$ cat src/rtl/interrupt_cp0.sv
// CP0 interrupt responder: Status/Cause/EPC registers, combinational take
// decision and EXL-based NORMAL/HANDLER state for level-sensitive sources.
module interrupt_cp0 #(
  parameter logic [31:0] HANDLER_ADDR = 32'h80000180,
  parameter int unsigned NUM_IRQ      = 8
) (
  input  logic               clock,
  input  logic               reset,
  input  logic [NUM_IRQ-1:0] interrupt_source,
  input  logic [4:0]         regnum,
  input  logic [31:0]        wr_data,
  input  logic               MTC0,
  input  logic               ERET,
  input  logic               stall,
  input  logic [31:0]        next_pc,
  output logic [31:0]        rd_data,
  output logic               TakenInterrupt,
  output logic [31:0]        EPC,
  output logic [31:0]        handler_pc
);

  localparam logic [4:0] REG_STATUS = 5'd12;
  localparam logic [4:0] REG_CAUSE  = 5'd13;
  localparam logic [4:0] REG_EPC    = 5'd14;

  typedef enum logic {NORMAL = 1'b0, HANDLER = 1'b1} cp0State_e;

  cp0State_e           state;
  logic                ie;
  logic [NUM_IRQ-1:0]  im;
  logic                exl;
  logic [31:0]         statusVal;
  logic [31:0]         causeVal;

  assign exl        = (state == HANDLER);
  assign handler_pc = HANDLER_ADDR;
  assign statusVal  = (32'(im) << 8) | {30'h0, exl, ie};
  assign causeVal   = 32'(interrupt_source) << 8;

  assign TakenInterrupt = (|(interrupt_source & im)) && ie && !exl && !stall && !reset;

  // A take flushes the in-flight instruction, so its MTC0 is dropped here.
  always_ff @(posedge clock) begin
    if (reset) begin
      state <= NORMAL;
      ie    <= 1'b0;
      im    <= '0;
      EPC   <= 32'h0;
    end else if (!stall) begin
      if (TakenInterrupt) begin
        state <= HANDLER;
        EPC   <= next_pc;
      end else begin
        if (ERET && exl) begin
          state <= NORMAL;
        end
        if (MTC0 && regnum == REG_STATUS) begin
          im    <= wr_data[8 +: NUM_IRQ];
          ie    <= wr_data[0];
          state <= wr_data[1] ? HANDLER : NORMAL;
        end
        if (MTC0 && regnum == REG_EPC) begin
          EPC <= wr_data;
        end
      end
    end
  end

  // MFC0 read mux; writes become visible the cycle after MTC0.
  always_comb begin
    rd_data = 32'h0;
    case (regnum)
      REG_STATUS: rd_data = statusVal;
      REG_CAUSE:  rd_data = causeVal;
      REG_EPC:    rd_data = EPC;
      default:    rd_data = 32'h0;
    endcase
  end

endmodule

$ cat config.mk
export PLATFORM = sky130hd
export DESIGN_NAME = interrupt_cp0
export DESIGN_NICKNAME = d
export VERILOG_FILES = /design/src/rtl/interrupt_cp0.sv
export SDC_FILE = /design/constraint.sdc
export NUM_CORES = 1
export LEC_CHECK = 0
export ABC_AREA = 0
export BUFFER_PORTS_ARGS = -buffer_cell sky130_fd_sc_hd__buf_2
export CAP_MARGIN = 15
export CORE_ASPECT_RATIO = 1.2
export CORE_MARGIN = 2
export CORE_UTILIZATION = 45
export CTS_CLUSTER_SIZE = 12
export DETAILED_ROUTE_END_ITERATION = 16
export GPL_ROUTABILITY_DRIVEN = 1
export PLACE_DENSITY = 0.82
export SLEW_MARGIN = 30
export SYNTH_ARGS = -nofsm -noshare
export SYNTH_HDL_FRONTEND = slang
export SYNTH_SLANG_ARGS = --single-unit
$ cat constraint.sdc
create_clock -name clock -period 2.05 [get_ports clock]
set_clock_uncertainty 0.15 [all_clocks]
set_input_delay 0.205 -clock clock [delete_from_list [all_inputs] [get_ports clock]]
set_output_delay 0.205 -clock clock [all_outputs]
set_load 0.01 [all_outputs]
==> results of run 1 <==
==> worst register-to-register path, delay by kind of cell (launching register included) <==
family / cells / cell delay (ns)
buf+inv: 1 / 0.26
simple gates: 3 / 0.77
compound gates: 1 / 0.19
flops: 1 / 0.35
==> registers in the layout, summed over array words and instances (netlist names) <==
name,flops
EPC,32
exl,1
im,8
ie,1
==> per-stage QoR <==
step	setup WS, ns	instance area, µm²
after floorplan	0.172	3250
after global routing	0.132	3910
final	0.271	3910
after global placement	0.132	3810
after detailed placement	0.0544	3810
after CTS	0.222	3910
==> power by group <==
part           leakage, µW  total, µW  switching, µW  internal [µW]
logic              0.00138        238            141           96.3
registers         0.000338        823           3.75            819
clock network    0.0000472        576            305            271
total              0.00176       1640            450           1190
==> worst paths after layout <==
| check | start | slack [ns] | cells after the start | to |
|---|---|---|---|---|
| hold / removal | next_pc[14] | 0.009 | 3 | EPC[14]$_SDFFE_PP0P_ |
| setup reg to reg | im[5]$_SDFFE_PP0P_ | 0.27 | 5 | im[5]$_SDFFE_PP0P_ |
| setup / recovery | im[5]$_SDFFE_PP0P_ | 0.27 | 5 | im[5]$_SDFFE_PP0P_ |
| hold reg to reg | im[0]$_SDFFE_PP0P_ | 0.39 | 2 | im[0]$_SDFFE_PP0P_ |
==> metal layers <==
layer / GRT usage (%) / vias up / wire length [µm]
met4: 5.08 / 0 / 50
li1: - / 1513 / -
met3: 5.49 / 8 / 795
met2: 43.2 / 163 / 4580
met5: 0 / - / 0
met1: 26.1 / 1467 / 3420
==> cell families after synthesis <==
| group | Yosys count | share of synthesized area (%) |
|---|---|---|
| and+or+nand+nor | 108 | 19.9 |
| other | 2 | 0.239 |
| muxes | 51 | 16.6 |
| AOI/OAI and AO/OA | 77 | 22.2 |
| buffers and inverters | 73 | 14.3 |
| DFF | 42 | 26.8 |
==> layout make-up <==
class,count,area [µm²],area share [%]
multi-input cells,268,1970,50.5
repair buffers,164,878,22.5
flip-flops and latches,42,841,21.5
well taps,87,109,2.79
clock buffers,6,82.6,2.11
clock inverters,2,12.5,0.320
inverters,3,11.3,0.288
==> layout by cell type (no fill, tap or decap), drive strengths merged <==
cell type and count:
clkinvlp 1, or4 9, or3b 1, or2 1, mux2i 42, nand3 10, clkinv 2, nand2 12
nand4bb 1, buf 164, o2111ai 8, nor2b 1, nor4 9, o221ai 23, o31ai 23, and2 22
clkbuf 6, a22oi 4, dfxtp 42, mux2 9, conb 32, a21oi 8, o21ai 1, nand2b 10
nand3b 1, a31oi 10, nor2 29, inv 2, nor4b 2
==> run metrics, run 1 <==
Fillers=596; Total Wirelength=8.85 mm; crit path DAT=1.87 ns; IO Port Bufs=between 100 and 150; hold_buf cts=0; Power Total=around 1600 µW; Req. time, crit path=about 2.1 ns; Cell Count Post-Placement=564; row count=33; CTS tree=built; Hold Worst Slack=between 0.009 and 0.01 ns; Post-synth top flop=dfxtp_1; die width=between 80 and 90 µm; synth unique cells=33; Post-Syn Area=3140 µm²; Max Cap Viol=0; total core area=6810 µm²; htree depth=2; Clk Latency, worst-skew pair=0.29 ns; Post-synth EDFFs=0; YS warnings=0; critical path buffer and inverter count=1; unrepaired setup endpoints after global routing=false; DR pass1 iterations=4; max-slew violations=0; CP Class=register to register; io pins=between 150 and 200; share of layout cells above drive strength 1=42.9%; CP top delay family=simple AND/OR/NAND/NOR gates; Final Hold Vio Count=0; Max Fclk=about 560 MHz; Worst slew margin=61.8%; filler-free cell count of the finished design=572; Synth-to-Final Area Change=24.4%; Layout Nets=566; largest fanout on the critical path=40; most frequent cells after synthesis=dfxtp_1, mux2i_1, buf_4; Final setup viols=0; CP max stage delay=0.57 ns; CTS clk-pin slew, worst paths=around 0.090 ns; routed len/inst=15.5 µm; RePlAce Congestion=0.823; sequential area share after synthesis=26.8%; Async SR Flop Fraction=0%; top cells by area, synth=dfxtp_1, mux2i_1, o31ai_2; initial antenna violation count=0; Worst Hold Class=input pin to register; ANT nets after route=0; total gr overflow=0; Synth Instances=353; Worst VDD drop=0.000250 V; Post-Route Setup TNS=0 ns; leakage power=between 0.0015 and 0.002 µW; first-pass GRT wire length=14.0 mm; Initial Util=46.1%; DR iter-0 viols=228; Worst setup EP type=register; Die ar.=7660 µm²; Mean Syn Cell Area=8.89 µm²; critical path, cell by cell=a22oi_1 -> nand2_1 -> buf_4 -> or4_1 -> nand3_1; startpoint types=register; root buf cell=clkbuf_8; Via density=5.51; minimum clock period=1.78 ns; FF+latch count, synth=42; Post-CTS Repair Setup Buffers=0; Residual DRC=0; pwr/cell area=419 nW/µm²; via count=approximately 3.2k; CTS resizes=0; Die Y-Extent=roughly 95 µm; Tot GR Track Use=approximately 23%; Slew @ Worst Pin=about 0.57 ns; clk buf depth=2; clock buffer count from CTS=5; pin count of the biggest net entering global routing=41; Util after Layout=between 50% and 60%; Final period util=86.8%; diode count=0; hpwl dp=6.57 mm; vias in the first global route=around 3.0k; Crit-path slowest cell=or4_1; top cell type's share of synthesized area=between 20% and 30%; status=finished clean; largest area contributor in the netlist=dfxtp_1; CTS Sinks=42
Power figures use the tool's default switching activity.
==> run 2: changes to the inputs <==
Settings changed: CORE_MARGIN 2 to 3, PLACE_DENSITY 0.82 to 0.84.
==> run metrics, run 2 (synthesized netlist as in run 1, its figures left out) <==
startpoint types=register; Worst slew margin=65.5%; HP Start=next_pc[14]; total core area=6610 µm²; Worst Hold Class=input pin to register; Slew @ Worst Pin=just over 0.5 ns; CTS tree=built; crit path DAT=1.51 ns; diode count=0; Final Hold Vio Count=0; share of layout cells above drive strength 1=42.7%; Worst setup EP type=primary output; Largest regs=EPC (32), im (8); clk buf depth=2; Setup crit start=im[7]$_SDFFE_PP0P_; clock buffer count from CTS=5; capture point of the worst reg-to-reg path=im[2]$_SDFFE_PP0P_; most common cell after layout, fill and taps aside=buf_2; critical path, cell by cell=a22oi_1 -> nand2_1 -> o21ai_1 -> inv_2 -> buf_2; CTS Sinks=42; Die Y-Extent=97.5 µm; Via density=5.58; Worst R2R Start=im[4]$_SDFFE_PP0P_; Req. time, crit path=between 1.5 and 2 ns; via count=~3.2k; pwr/cell area=~410 nW/µm²; Worst R2R Setup Slack=0.24 ns; Synth-to-Final Area Change=24.0%; unrepaired setup endpoints after global routing=false; pin count of the biggest net entering global routing=approximately 40; first-pass GRT wire length=14.2 mm; Clk Latency, worst-skew pair=0.28 ns; hold path depth=3; Final Cell Area=3890 µm²; Max Cap Viol=0; row count=32; Final setup viols=0; Total Wirelength=8.82 mm; Crit-path slowest cell=dfxtp_1; Max Fclk=approximately 540 MHz; root buf cell=clkbuf_8; RePlAce Congestion=0.771; hpwl dp=between 6 and 7 mm; placed instance area=3810 µm²; DR iter-0 viols=169; max-slew violations=0; Residual DRC=0; leakage power=0.00176 µW; io pins=179; largest register by flop count=EPC; Post-Route Setup TNS=0 ns; Reg2Reg Depth=5; Worst VDD drop=0.000317 V; htree depth=2; Util after Layout=between 50% and 60%; CTS clk-pin slew, worst paths=0.08 ns; CP Class=register to primary output; Die ar.=8020 µm²; Layout Nets=roughly 570; Initial Util=between 40% and 50%; Final period util=about nine tenths; total gr overflow=0; Post-CTS Repair Setup Buffers=0; die width=82.2 µm; most frequent cells in the layout=buf_2, dfxtp_1, mux2i_1; Tot GR Track Use=about 22%; DR pass1 iterations=5; Fillers=597; IO Port Bufs=146; status=finished clean; ANT nets after route=0; routed len/inst=15.5 µm; vias in the first global route=around 3k; CP max stage delay=roughly 0.35 ns; largest fanout on the critical path=5; initial antenna violation count=2; max FFs per register=32; minimum clock period=1.87 ns; Hold Path Sink=EPC[14]$_SDFFE_PP0P_
-- run 2: layout make-up --
| type | count | area [µm²] | area share [%] |
|---|---|---|---|
| Sequential cell | 42 | 841 | 21.6 |
| Tap cell | 85 | 106 | 2.73 |
| Timing Repair Buffer | 164 | 878 | 22.6 |
| Inverter | 3 | 11.3 | 0.289 |
| Multi-Input combinational cell | 268 | 1970 | 50.7 |
| Clock buffer | 6 | 82.6 | 2.12 |
-- run 2: worst max path at each step --
stage	to
CTS	TakenInterrupt
floorplan	EPC[0]$_SDFFE_PP0P_
finish	TakenInterrupt
global route	TakenInterrupt
global placement	im[0]$_SDFFE_PP0P_
detailed placement	im[2]$_SDFFE_PP0P_
-- run 2: metrics by stage --
step | worst slack [ns] | cells | hold slack (ns) | power [µW]
2_1_floorplan | 0.172 | 383 | 0.215 | 1010
3_3_place_gp | 0.132 | 562 | 0.307 | 1070
3_5_place_dp | 0.0729 | 562 | 0.317 | 1080
4_1_cts | 0.0538 | 568 | 0.0159 | 1600
5_1_grt | 0.00140 | 568 | 0.0220 | 1660
6_report | 0.181 | 568 | 0.0242 | 1590
-- run 2: timing repair --
action | CTS | global route
hold buffers | 0 | 0
endpoints found under the hold margin | 0 | 0
resized for setup | 0 | 1
endpoints found under the setup margin | 0 | 16
-- run 2: layer usage --
| metal | vias to the layer above | GRT usage [%] | wire, µm |
|---|---|---|---|
| met5 | - | 0 | 24 |
| met4 | 4 | 6.14 | 133 |
| met3 | 17 | 5.47 | 805 |
| met2 | 165 | 38.1 | 4520 |
| met1 | 1478 | 26.3 | 3340 |
| li1 | 1505 | - | - |
-- run 2: worst max-delay path, delay by kind of cell (launching register included) --
kind	cells	cell delay (ns)
DFF	1	0.35
buffers and inverters	2	0.26
and+or+nand+nor	1	0.17
AOI/OAI and AO/OA	2	0.46
-- run 2: where the power goes --
| part | leakage, µW | switching [µW] | total, µW | internal, µW |
|---|---|---|---|---|
| registers | 0.000338 | 3.75 | 823 | 819 |
| clock network | 0.0000431 | 270 | 530 | 260 |
| logic | 0.00138 | 142 | 237 | 95.4 |
==> run 3: changes to the inputs <==
Settings changed: HOLD_SLACK_MARGIN from default to 0.05.
==> run metrics, run 3 (synthesized netlist as in run 1, its figures left out) <==
htree depth=2; Worst setup EP type=primary output; Initial Util=between 40% and 50%; combinational power share=about 16%; largest register by flop count=EPC; DR iter-0 viols=155; Via density=5.54; Hold Worst Slack=0.0554 ns; Die ar.=8020 µm²; Util after Layout=60.2%; CTS Sinks=42; Worst Hold Class=input pin to register; max FFs per register=32; Crit-path slowest cell=dfxtp_1; Total Wirelength=8.88 mm; Layout Nets=575; Final period util=roughly nine tenths; CP Class=register to primary output; diode count=0; crit path DAT=~1.5 ns; Net Sw Power=419 µW; largest fanout on the critical path=5; critical path, cell by cell=a22oi_1 -> nand2_1 -> o21ai_1 -> inv_2 -> buf_2; GR Util met3=4.45%; Final Hold Vio Count=0; Largest regs=EPC (32), im (8); via count=3196; most frequent cells in the layout=buf_2, dfxtp_1, mux2i_1; DR pass1 iterations=5; Synth-to-Final Area Change=26.8%; CTS tree=built; clock power share=33.1%; met1 Use GR=27.2%; first-pass GRT wire length=14.5 mm; Cell Count Post-Placement=562; gr busiest metal=met2; unrepaired setup endpoints after global routing=false; hpwl dp=6.88 mm; Worst VDD drop=between 0.0003 and 0.0004 V; Max Cap Viol=0; Clk Latency, worst-skew pair=around 0.28 ns; Post-Route Setup TNS=0 ns; root buf cell=clkbuf_8; pwr/cell area=403 nW/µm²; routed len/inst=15.4 µm; Final setup viols=0; Max Fclk=536 MHz; Sw Share=26.1%; CTS clk-pin slew, worst paths=around 0.08 ns; leakage power=0.00180 µW; max-slew violations=0; total core area=6610 µm²; die width=roughly 80 µm; RePlAce Congestion=0.771; vias in the first global route=slightly above 3k; Die Y-Extent=roughly 97 µm; Slew @ Worst Pin=0.524 ns; Residual DRC=0; row count=32; P_int=1190 µW; filler-free cell count of the finished design=577; clk buf depth=2; initial antenna violation count=0; Req. time, crit path=1.69 ns; minimum clock period=1.87 ns; Tot GR Track Use=22.3%; CP max stage delay=0.34 ns; clock buffer count from CTS=5; startpoint types=register; most common cell after layout, fill and taps aside=buf_2; share of layout cells above drive strength 1=roughly two fifths; total gr overflow=0; met2 Use GR=38.8%; Worst slew margin=65.1%; pin count of the biggest net entering global routing=41; IO Port Bufs=~150; status=finished clean; ANT nets after route=0; io pins=179; sequential share of power=around 51%
==> run 3: cell count changes in the layout (fill, tap and decap cells not counted) <==
cell / change
dlygate4sd3_1: +9
==> run 3: cell type report <==
type	instances	area, µm²
flip-flops and latches	42	841
fillers	597	2630
clock buffers	6	82.6
repair buffers	173	968
inverters	3	11.3
well taps	85	106
multi-input cells	268	1970
==> run 3: through the flow <==
step	power [µW]	instance area, µm²	setup WS [ns]
global route	1680	3980	0.00140
CTS	1620	3980	0.0538
global placement	1070	3810	0.132
detailed placement	1080	3810	0.0729
finish	1600	3980	0.184
floorplan	1010	3250	0.172
==> run 3: worst paths after layout <==
check | from | end | slack, ns | cells after the start
hold reg to reg | im[2]$_SDFFE_PP0P_ | im[2]$_SDFFE_PP0P_ | 0.39 | 2
setup reg to reg | im[4]$_SDFFE_PP0P_ | im[2]$_SDFFE_PP0P_ | 0.24 | 5
hold / removal | next_pc[4] | EPC[4]$_SDFFE_PP0P_ | 0.06 | 3
setup / recovery | im[3]$_SDFFE_PP0P_ | TakenInterrupt | 0.18 | 5
==> run 3: critical path, delay by kind of cell (launching register included) <==
family                 cells  cell delay [ns]
AND/OR/NAND/NOR            1             0.17
buffers and inverters      2             0.26
flip-flops                 1             0.34
AO/OA/AOI/OAI              2             0.46
==> run 3: routing by layer <==
metal  vias up  routed length [µm]
met5         -                   0
met4         0                 106
met3        11                 783
met2       166                4580
met1      1487                3410
li1       1532                   -
==> run 3: timing repair <==
item	CTS	global route
hold buffers	9	0
buffers inserted	0	0
resized for setup	0	1
hold endpoints to repair	9	0
endpoints found under the setup margin	0	16
==> run 3: power by group through the flow <==
stage | Sequential, µW | Clock, µW | Combinational, µW
2_1_floorplan | 842 | 0 | 168
3_3_place_gp | 842 | 0 | 230
3_5_place_dp | 842 | 0 | 234
4_1_cts | 823 | 545 | 248
5_1_grt | 824 | 577 | 277
6_report | 823 | 531 | 251
